File: config.mk
export PLATFORM = sky130hd
export DESIGN_NAME = multiplier_sc_mac_pipelined
export DESIGN_NICKNAME = d
export VERILOG_FILES = /design/src/rtl/multiplier_sc_mac_pipelined.sv
export SDC_FILE = /design/constraint.sdc
export NUM_CORES = 1
export LEC_CHECK = 0
export ABC_AREA = 1
export CAP_MARGIN = 10
export CORE_MARGIN = 3
export CORE_UTILIZATION = 57
export CTS_CLUSTER_SIZE = 16
export DETAILED_ROUTE_END_ITERATION = 16
export PLACE_DENSITY = 0.91
export SYNTH_ARGS = -nofsm -noshare
export SYNTH_HDL_FRONTEND = slang
export SYNTH_SLANG_ARGS = --single-unit
File: constraint.sdc
create_clock -name clk -period 5 [get_ports clk]
set_input_delay 1 -clock clk [delete_from_list [all_inputs] [get_ports clk]]
set_output_delay 1 -clock clk [all_outputs]
set_load 0.02 [all_outputs]
File: src/rtl/multiplier_sc_mac_pipelined.sv
// Pipelined multiply-accumulate with FULL (one WIDTH x WIDTH) and HALF
// (two LANE_W x LANE_W) precision modes, per-operand signedness, and an
// optional accumulator that splits into two carry-isolated lanes in HALF mode.
// Fixed latency of three clocks, one operation per clock, no stalls.
module multiplier_sc_mac_pipelined #(
    parameter int LANE_W     = 4,
    parameter int WIDTH      = 2*LANE_W+1,
    parameter int ACC_LANE_W = 12
) (
    input  logic                      clk,
    input  logic                      rst_n,
    input  logic                      in_valid,
    input  logic [WIDTH-1:0]          A,
    input  logic [WIDTH-1:0]          B,
    input  logic                      A_sign,
    input  logic                      B_sign,
    input  logic                      HALF,
    input  logic                      acc_en,
    input  logic                      acc_clear,
    output logic                      out_valid,
    output logic [2*ACC_LANE_W-1:0]   C,
    output logic [1:0]                ovf
);

    localparam int OW  = 2*ACC_LANE_W;   // result / accumulator width
    localparam int PW  = 2*WIDTH + 2;    // FULL product width after 1-bit extension
    localparam int LPW = 2*LANE_W + 2;   // lane product width after 1-bit extension

    // valid shift register: bit k is the valid of stage k
    logic [3:1] vld_pipe;

    // S1: registered operands and controls
    logic [WIDTH-1:0] s1_a, s1_b;
    logic             s1_as, s1_bs, s1_half, s1_en, s1_clr;

    // S2: registered extended product and controls that travel with it
    logic [OW-1:0]    s2_prod;
    logic             s2_half, s2_ps, s2_en, s2_clr;

    // S3: accumulator state plus mode tag and empty flag
    logic [OW-1:0]    acc;
    logic             mode_tag;
    logic             acc_empty;

    // Multiplier datapath between S1 and S2
    logic signed [PW-1:0]  a_fx, b_fx, p_full;
    logic signed [LPW-1:0] a_hx, b_hx, a_lx, b_lx, p_hi, p_lo;
    logic [OW-1:0]         prod_d;

    // Accumulate datapath between S2 and S3
    logic [OW:0]           sum_f;
    logic [ACC_LANE_W:0]   sum_h, sum_l;
    logic                  ov_f, ov_h, ov_l, load;
    logic [OW-1:0]         acc_sum;
    logic [1:0]            ov_d;

    // Extend operands one bit past their width so both signed and unsigned
    // values multiply exactly as signed numbers; the exact product is then
    // sign-extended, which matches the sign/zero extension of the result.
    always_comb begin
        a_fx   = $signed({{(WIDTH+2){s1_as & s1_a[WIDTH-1]}}, s1_a});
        b_fx   = $signed({{(WIDTH+2){s1_bs & s1_b[WIDTH-1]}}, s1_b});
        a_hx   = $signed({{(LANE_W+2){s1_as & s1_a[WIDTH-1]}}, s1_a[WIDTH-1 -: LANE_W]});
        b_hx   = $signed({{(LANE_W+2){s1_bs & s1_b[WIDTH-1]}}, s1_b[WIDTH-1 -: LANE_W]});
        a_lx   = $signed({{(LANE_W+2){s1_as & s1_a[LANE_W-1]}}, s1_a[LANE_W-1:0]});
        b_lx   = $signed({{(LANE_W+2){s1_bs & s1_b[LANE_W-1]}}, s1_b[LANE_W-1:0]});
        p_full = a_fx * b_fx;
        p_hi   = a_hx * b_hx;
        p_lo   = a_lx * b_lx;
        prod_d = s1_half ? {ACC_LANE_W'(p_hi), ACC_LANE_W'(p_lo)} : OW'(p_full);
    end

    // Lane-aware add with wrap detection; HALF lanes never see each other's carry
    always_comb begin
        sum_f   = {1'b0, acc} + {1'b0, s2_prod};
        sum_h   = {1'b0, acc[OW-1 -: ACC_LANE_W]} + {1'b0, s2_prod[OW-1 -: ACC_LANE_W]};
        sum_l   = {1'b0, acc[ACC_LANE_W-1:0]} + {1'b0, s2_prod[ACC_LANE_W-1:0]};
        ov_f    = s2_ps ? ((acc[OW-1] == s2_prod[OW-1]) && (sum_f[OW-1] != acc[OW-1]))
                        : sum_f[OW];
        ov_h    = s2_ps ? ((acc[OW-1] == s2_prod[OW-1]) && (sum_h[ACC_LANE_W-1] != acc[OW-1]))
                        : sum_h[ACC_LANE_W];
        ov_l    = s2_ps ? ((acc[ACC_LANE_W-1] == s2_prod[ACC_LANE_W-1]) &&
                           (sum_l[ACC_LANE_W-1] != acc[ACC_LANE_W-1]))
                        : sum_l[ACC_LANE_W];
        acc_sum = s2_half ? {sum_h[ACC_LANE_W-1:0], sum_l[ACC_LANE_W-1:0]} : sum_f[OW-1:0];
        ov_d    = s2_half ? {ov_h, ov_l} : {ov_f, 1'b0};
        // stale or mismatched accumulator contents are never added to
        load    = s2_clr | (s2_half != mode_tag) | acc_empty;
    end

    // Valid shift register
    always_ff @(posedge clk or negedge rst_n) begin
        if (!rst_n) vld_pipe <= '0;
        else        vld_pipe <= {vld_pipe[2:1], in_valid};
    end

    // S1: capture inputs and controls
    always_ff @(posedge clk or negedge rst_n) begin
        if (!rst_n) begin
            s1_a    <= '0;
            s1_b    <= '0;
            s1_as   <= 1'b0;
            s1_bs   <= 1'b0;
            s1_half <= 1'b0;
            s1_en   <= 1'b0;
            s1_clr  <= 1'b0;
        end else begin
            s1_a    <= A;
            s1_b    <= B;
            s1_as   <= A_sign;
            s1_bs   <= B_sign;
            s1_half <= HALF;
            s1_en   <= acc_en;
            s1_clr  <= acc_clear;
        end
    end

    // S2: capture product and the controls that go with it
    always_ff @(posedge clk or negedge rst_n) begin
        if (!rst_n) begin
            s2_prod <= '0;
            s2_half <= 1'b0;
            s2_ps   <= 1'b0;
            s2_en   <= 1'b0;
            s2_clr  <= 1'b0;
        end else begin
            s2_prod <= prod_d;
            s2_half <= s1_half;
            s2_ps   <= s1_as | s1_bs;
            s2_en   <= s1_en;
            s2_clr  <= s1_clr;
        end
    end

    // S3: accumulator update and registered result; bubbles hold C and ovf
    always_ff @(posedge clk or negedge rst_n) begin
        if (!rst_n) begin
            acc       <= '0;
            mode_tag  <= 1'b0;
            acc_empty <= 1'b1;
            C         <= '0;
            ovf       <= 2'b00;
        end else if (vld_pipe[2]) begin
            if (s2_en) begin
                acc       <= load ? s2_prod : acc_sum;
                C         <= load ? s2_prod : acc_sum;
                ovf       <= load ? 2'b00 : ov_d;
                mode_tag  <= s2_half;
                acc_empty <= 1'b0;
            end else begin
                C         <= s2_prod;
                ovf       <= 2'b00;
            end
        end
    end

    assign out_valid = vld_pipe[3];

endmodule

Word level (Yosys, flattened, before mapping) --
Index checks and enable logic that the tools add are counted.
Word-level totals: flip-flop bits (word level) 106, bits of input ports 26, logic and storage cells 51
Cells by class: add/sub/neg operators 3, multiply operators 3, equality and inequality tests 6, muxes and demuxes 10, bitwise operators 7, reductions and logical operators 4
Operators with widths (count):
- 2-to-1 mux 24 bit | 4
- adder 12 x 12 -> 13 bit | 2
- adder 24 x 24 -> 25 bit | 1
- multiplier 10 x 10 -> 20 bit | 1
- multiplier 5 x 5 -> 10 bit | 2
- 2-to-1 mux 2 bit | 3
- bitwise AND 1 bit | 4
- inequality test 1 bit | 4
- logical AND 1 bit | 3
- 2-to-1 mux 1 bit | 3
- bitwise OR 1 bit | 3
- equality test 1 bit | 2
- AND reduction 2 bit | 1

Longest topological paths before layout --
depth in word-level cells 7, gate-level depth with buffers 25, gate-level depth less buffers 23

Least setup slack after synthesis --
No wires, ideal clock.
path type register to register, from reg s1_a[8], to reg s2_prod[19], arrival time 5000 ps, required time 4879 ps, slack -121 ps, stages on the path, launching flop included 23, path buffers 1, clock period less this slack 5121 ps, path through dfrtp_1 -> clkbuf_1 -> nand2_1 -> nor2_1 -> fa_1 -> inv_1 -> fa_1 -> fa_1 -> inv_1 -> fa_1 -> inv_1 -> fa_1 -> inv_1 -> ha_1 -> nand2_1 -> nor3_1 -> inv_1 -> nor3_1 -> nand2_1 -> nand3_1 -> nand3_1 -> nand3_1 -> nand2_1
Between the ends: cells in the longest elaborated chain, start to end 3
RTL lines:
- start: declaration | RTL line 33 | logic [WIDTH-1:0] s1_a, s1_b;
- start signal: assignment | RTL line 100 | s1_a <= '0;
- start signal: assignment | RTL line 108 | s1_a <= A;
- bitwise AND 1 bit | RTL line 61, 63
- multiplier 10 x 10 -> 20 bit or multiplier 5 x 5 -> 10 bit (tied branches) | RTL line 67, 68
- 2-to-1 mux 24 bit (*) | RTL line 70 | prod_d = s1_half ? {ACC_LANE_W'(p_hi), ACC_LANE_W'(p_lo)} : OW'(p_full);
- net prod_d[19] | RTL line 48 | logic [OW-1:0] prod_d;
- end signal: assignment | RTL line 127 | s2_prod <= prod_d;
- end: declaration | RTL line 37 | logic [OW-1:0] s2_prod;
Mark *: on every way through the listed nets, which the timed path passes. The rest lies on a longest branch. A chain may end at the register's enable or synchronous reset.

Final worst setup path --
from reg s1_a[8], to reg s2_prod[22]
Between the ends: cells in the longest elaborated chain, start to end 3
RTL lines (RTL line):
- bitwise AND 1 bit | 61, 63
- multiplier 10 x 10 -> 20 bit or multiplier 5 x 5 -> 10 bit (tied branches) | 67, 68
- 2-to-1 mux 24 bit (*) | 70
Every way passes the cells marked *; elsewhere a longest branch is shown, timed or not.

==> flow_metrics.tcl <==
set metrics [dict create \
    fmax_mhz 195.2 \
    synth.largest_area_cell "dfrtp_1" \
    layout_cells_excl_fill 1794 \
    worstPathMaxFanout 4 \
    worst_slack_at_placement_ns -0.2125 \
    comb_power_share 0.736 \
    result_of_the_run "finished, violations left" \
    ys_seq_area_frac 0.2300 \
    die-width_um 146.9 \
    number_of_antenna_violations_at_the_first_check_in_global_routing 0 \
    numClockSinks 104 \
    synth.lib_cells_used.distinct 52 \
    power.switching_fraction 0.5137 \
    setup_ws_ns -0.1242 \
    rsz_0062_raised_after_global_routing "true" \
    die-area_mm2 0.02158 \
    report.final.setup_viol 6 \
    finalHoldWorstSlack_ns 0.3449 \
    synth_enable_flop_cells 0 \
    first_global_vias 9815 \
    cts_tree "done" \
    cts-root-to-sink-buffers 2 \
    final_period_minus_worst_setup_slack_ns 5.124 \
    worst-endpoint-required_ns 5.29 \
    synth_fp_nets 1697 \
    core_region_area_mm2 0.01908 \
    boundaryPins 53 \
    number_of_clock_buffers_inserted_by_tritoncts 9 \
    setup-tns-final_ns -0.4961 \
    violations "setup timing" \
    maxCapViolations 0 \
    globalRouteTotalUtil 0.2552 \
    io_buffer_count 52 \
    placed_cells 1762 \
    clock_skew_ns 0.01244 \
    post-synth-top-area-fraction 0.2277 \
    areaGrowthSynthToFinish_pct 16.16 \
    vdd_ir_drop_max_mv 0.3553 \
    row_count 50 \
    start_util 0.5932 \
    dpl.hpwl_um 21240 \
    die_h_um 146.9 \
    setup.worst_path.class "reg -> reg" \
    first_pass_iters 7 \
    worstSetupEndpointType "flip-flop" \
    crit_arrival_ns 5.42 \
    ys.warnings.count 0 \
    ff2ff_setup_slack_ns -0.12 \
    int_power_w 0.003748 \
    synth.ff_latch_count 104 \
    ys_dominant_reg_cell "dfrtp_1" \
    drv_slew 0 \
    postSynthAreaPerCell_um2 7.822 \
    share_seq_of_total_power 0.169 \
    p_sw_w 0.003960 \
    static_leakage_power_nw 7.283 \
    routed_wl_um 29600 \
    grt_first_pass_wirelength_um 45230 \
    post_synth_inst_count 1447 \
    detailedRoute.firstIterationViolations 846 \
    global_route.overflow_total 0 \
    synth_area_leaders "dfrtp_1 (23%), fa_1 (22%), nand2_1 (14%), ha_1 (11%), inv_1 (10%)" \
    htreeDepth 3 \
    post_drt_via_cell_ratio 5.459 \
    worstMarginPinSlew_ns 0.8290 \
    maximum_number_of_pins_on_one_net_before_global_route_repair 68 \
    hold_viol_final 0 \
    route.detailed.wl_per_inst_um 16.50 \
    number_of_diodes 0 \
    number_of_vias_in_the_routed_layout 9793 \
    slew_headroom 0.4473 \
    mapped_cell_area_mm2 0.01132 \
    drc 0 \
    gp_congestion 1.005 \
    drive_above_1_share 0.1415 \
    finalNetCount 1779 \
    final.period_utilization 1.025 \
    crit_path_start_kind "flip-flop" \
    antenna_left 0 \
    power_frac_clock 0.095 \
    ctsRootBufferMaster "clkbuf_16" \
    clk_latency_ns 0.37 \
    min-delay-path-class "reg -> reg" \
    power.density_mw_per_mm2 586.3 \
    async_reset_ff_frac 1.000 \
    clk_pin_slew_ns 0.08 \
]
-- critical path: stages, from the launching register on --
cell	delay, ns
dfrtp_2	0.43
buf_6	0.13
nand2_1	0.09
nor2_2	0.16
fa_1	0.49
buf_6	0.17
fa_1	0.54
inv_1	0.07
fa_1	0.57
fa_1	0.46
fa_1	0.50
inv_1	0.07
ha_4	0.28
inv_2	0.05
nor3_4	0.24
inv_1	0.09
nor3_2	0.10
nand2_1	0.09
nand3_2	0.12
nand3b_1	0.15
nand3_2	0.12
nand2_1	0.12
-- cell usage in the layout (no fill, tap or decap), types with 3 or more instances in the layout --
cell | Yosys | layout
a21oi_2 | 4 | 10
nand2_1 | 415 | 395
xor2_1 | 11 | 11
nor2_1 | 57 | 47
dfrtp_2 | 0 | 10
fa_2 | 0 | 4
nand3b_1 | 8 | 8
clkdlybuf4s50_1 | 0 | 51
clkinv_4 | 0 | 3
ha_4 | 0 | 11
buf_4 | 1 | 48
a21oi_1 | 50 | 43
or2_2 | 8 | 8
nand2_4 | 0 | 7
clkbuf_16 | 0 | 9
nor2_2 | 3 | 7
ha_1 | 101 | 90
nor3_2 | 1 | 3
dfrtp_1 | 103 | 93
nor2_4 | 5 | 11
buf_6 | 4 | 8
o211ai_1 | 10 | 10
nor3_1 | 7 | 4
nand3_2 | 4 | 8
o21ai_0 | 30 | 28
nand3_1 | 65 | 61
o21bai_1 | 6 | 6
nand2_2 | 16 | 29
fa_1 | 123 | 119
xnor2_1 | 18 | 18
inv_1 | 314 | 299
nand4_1 | 5 | 5
inv_2 | 7 | 21
o21ai_1 | 8 | 9
-- state kept, by name, indices dropped and copies added (netlist names) --
signal and count:
s1_bs 1, s1_as 1, mode_tag 1, s2_en 1
acc_empty 1, s2_ps 1, s2_prod 22, ovf 2
s2_clr 1, s1_half 1, s1_en 1, C 24
vld_pipe 3, acc 24, s1_a 9, s2_half 1
s1_b 9, s1_clr 1
-- cell type report --
class / instances / area, µm²
multi-input combinational: 983 / 7716
fill: 1393 / 5933
sequential: 104 / 2616
inverter: 324 / 1226
timing repair buffer: 107 / 960.9
tap: 260 / 325.3
clock buffer: 9 / 225.2
clock inverter: 7 / 77.57
-- power by group through the flow --
stage / combinational (W) / clock, W / sequential [W]
after floorplan: 0.00333 / 0 / 0.00133
after global placement: 0.00436 / 0 / 0.00130
after detailed placement: 0.00454 / 0 / 0.00131
after CTS: 0.00463 / 0.000737 / 0.00130
after global routing: 0.00622 / 0.000768 / 0.00133
final: 0.00567 / 0.000730 / 0.00130
-- metrics by stage --
stage / area (µm²) / total power [W] / util
2_1_floorplan: 11330 / 0.004656 / -
3_3_place_gp: 12290 / 0.005660 / 0.6440
3_5_place_dp: 12290 / 0.005847 / 0.6440
4_1_cts: 12700 / 0.006659 / 0.6654
5_1_grt: 13150 / 0.008319 / 0.6890
6_report: 13150 / 0.007708 / 0.6890
-- layer usage --
metal	vias to the layer above	routed length (µm)	global-route usage	part of all wire
li1	4540	-	-	-
met1	4658	11320	0.3125	0.38
met2	499	15010	0.4561	0.51
met3	96	2160	0.04133	0.073
met4	0	1112	0.09320	0.038
met5	-	0	0	0
-- logic make-up (layout without fill, tap and decap cells) --
kind of cell	count (synthesis)	in the layout	synth area share
DFF	104	104	0.2300
adders and majority gates	224	224	0.3292
buffers and inverters	360	447	0.1230
and+or+nand+nor	603	603	0.2279
AOI/OAI and AO/OA	126	126	0.06588
xor gates and xnor gates	30	30	0.02388
-- worst paths after layout --
kind                                               to  cells past startpoint               from
min in group asynchronous          acc[4]$_DFFE_PN0P_                      1              rst_n
max in group asynchronous       acc_empty$_DFFE_PN1P_                      2              rst_n
worst min register to register        s2_en$_DFF_PN0_                      0    s1_en$_DFF_PN0_
worst max-delay path            s2_prod[22]$_DFF_PN0_                     21  s1_a[8]$_DFF_PN0_
worst max register to register  s2_prod[22]$_DFF_PN0_                     21  s1_a[8]$_DFF_PN0_
worst min-delay path                  s2_en$_DFF_PN0_                      0    s1_en$_DFF_PN0_
-- cells in the mapped netlist, types with 2 or more instances --
master	instances
a211oi_1	2
a21boi_0	2
a21o_1	2
a21oi_1	50
a21oi_2	4
a22o_1	2
a31oi_1	2
buf_2	2
buf_6	4
clkbuf_1	29
dfrtp_1	103
fa_1	123
ha_1	101
inv_1	314
inv_2	7
inv_4	2
nand2_1	415
nand2_2	16
nand3_1	65
nand3_2	4
nand3b_1	8
nand4_1	5
nor2_1	57
nor2_2	3
nor2_4	5
nor3_1	7
nor4_1	2
o211ai_1	10
o21ai_0	30
o21ai_1	8
o21bai_1	6
o31ai_1	2
or2_1	2
or2_2	8
xnor2_1	18
xor2_1	11
-- what timing repair did --
action	CTS	global route
setup buffers	4	12
hold endpoints to repair	0	0
setup endpoints to repair	9	12
pin swaps	10	49
hold buffers	0	0
gates cloned	0	0
resized for setup	25	90
Power figures use the tool's default switching activity.
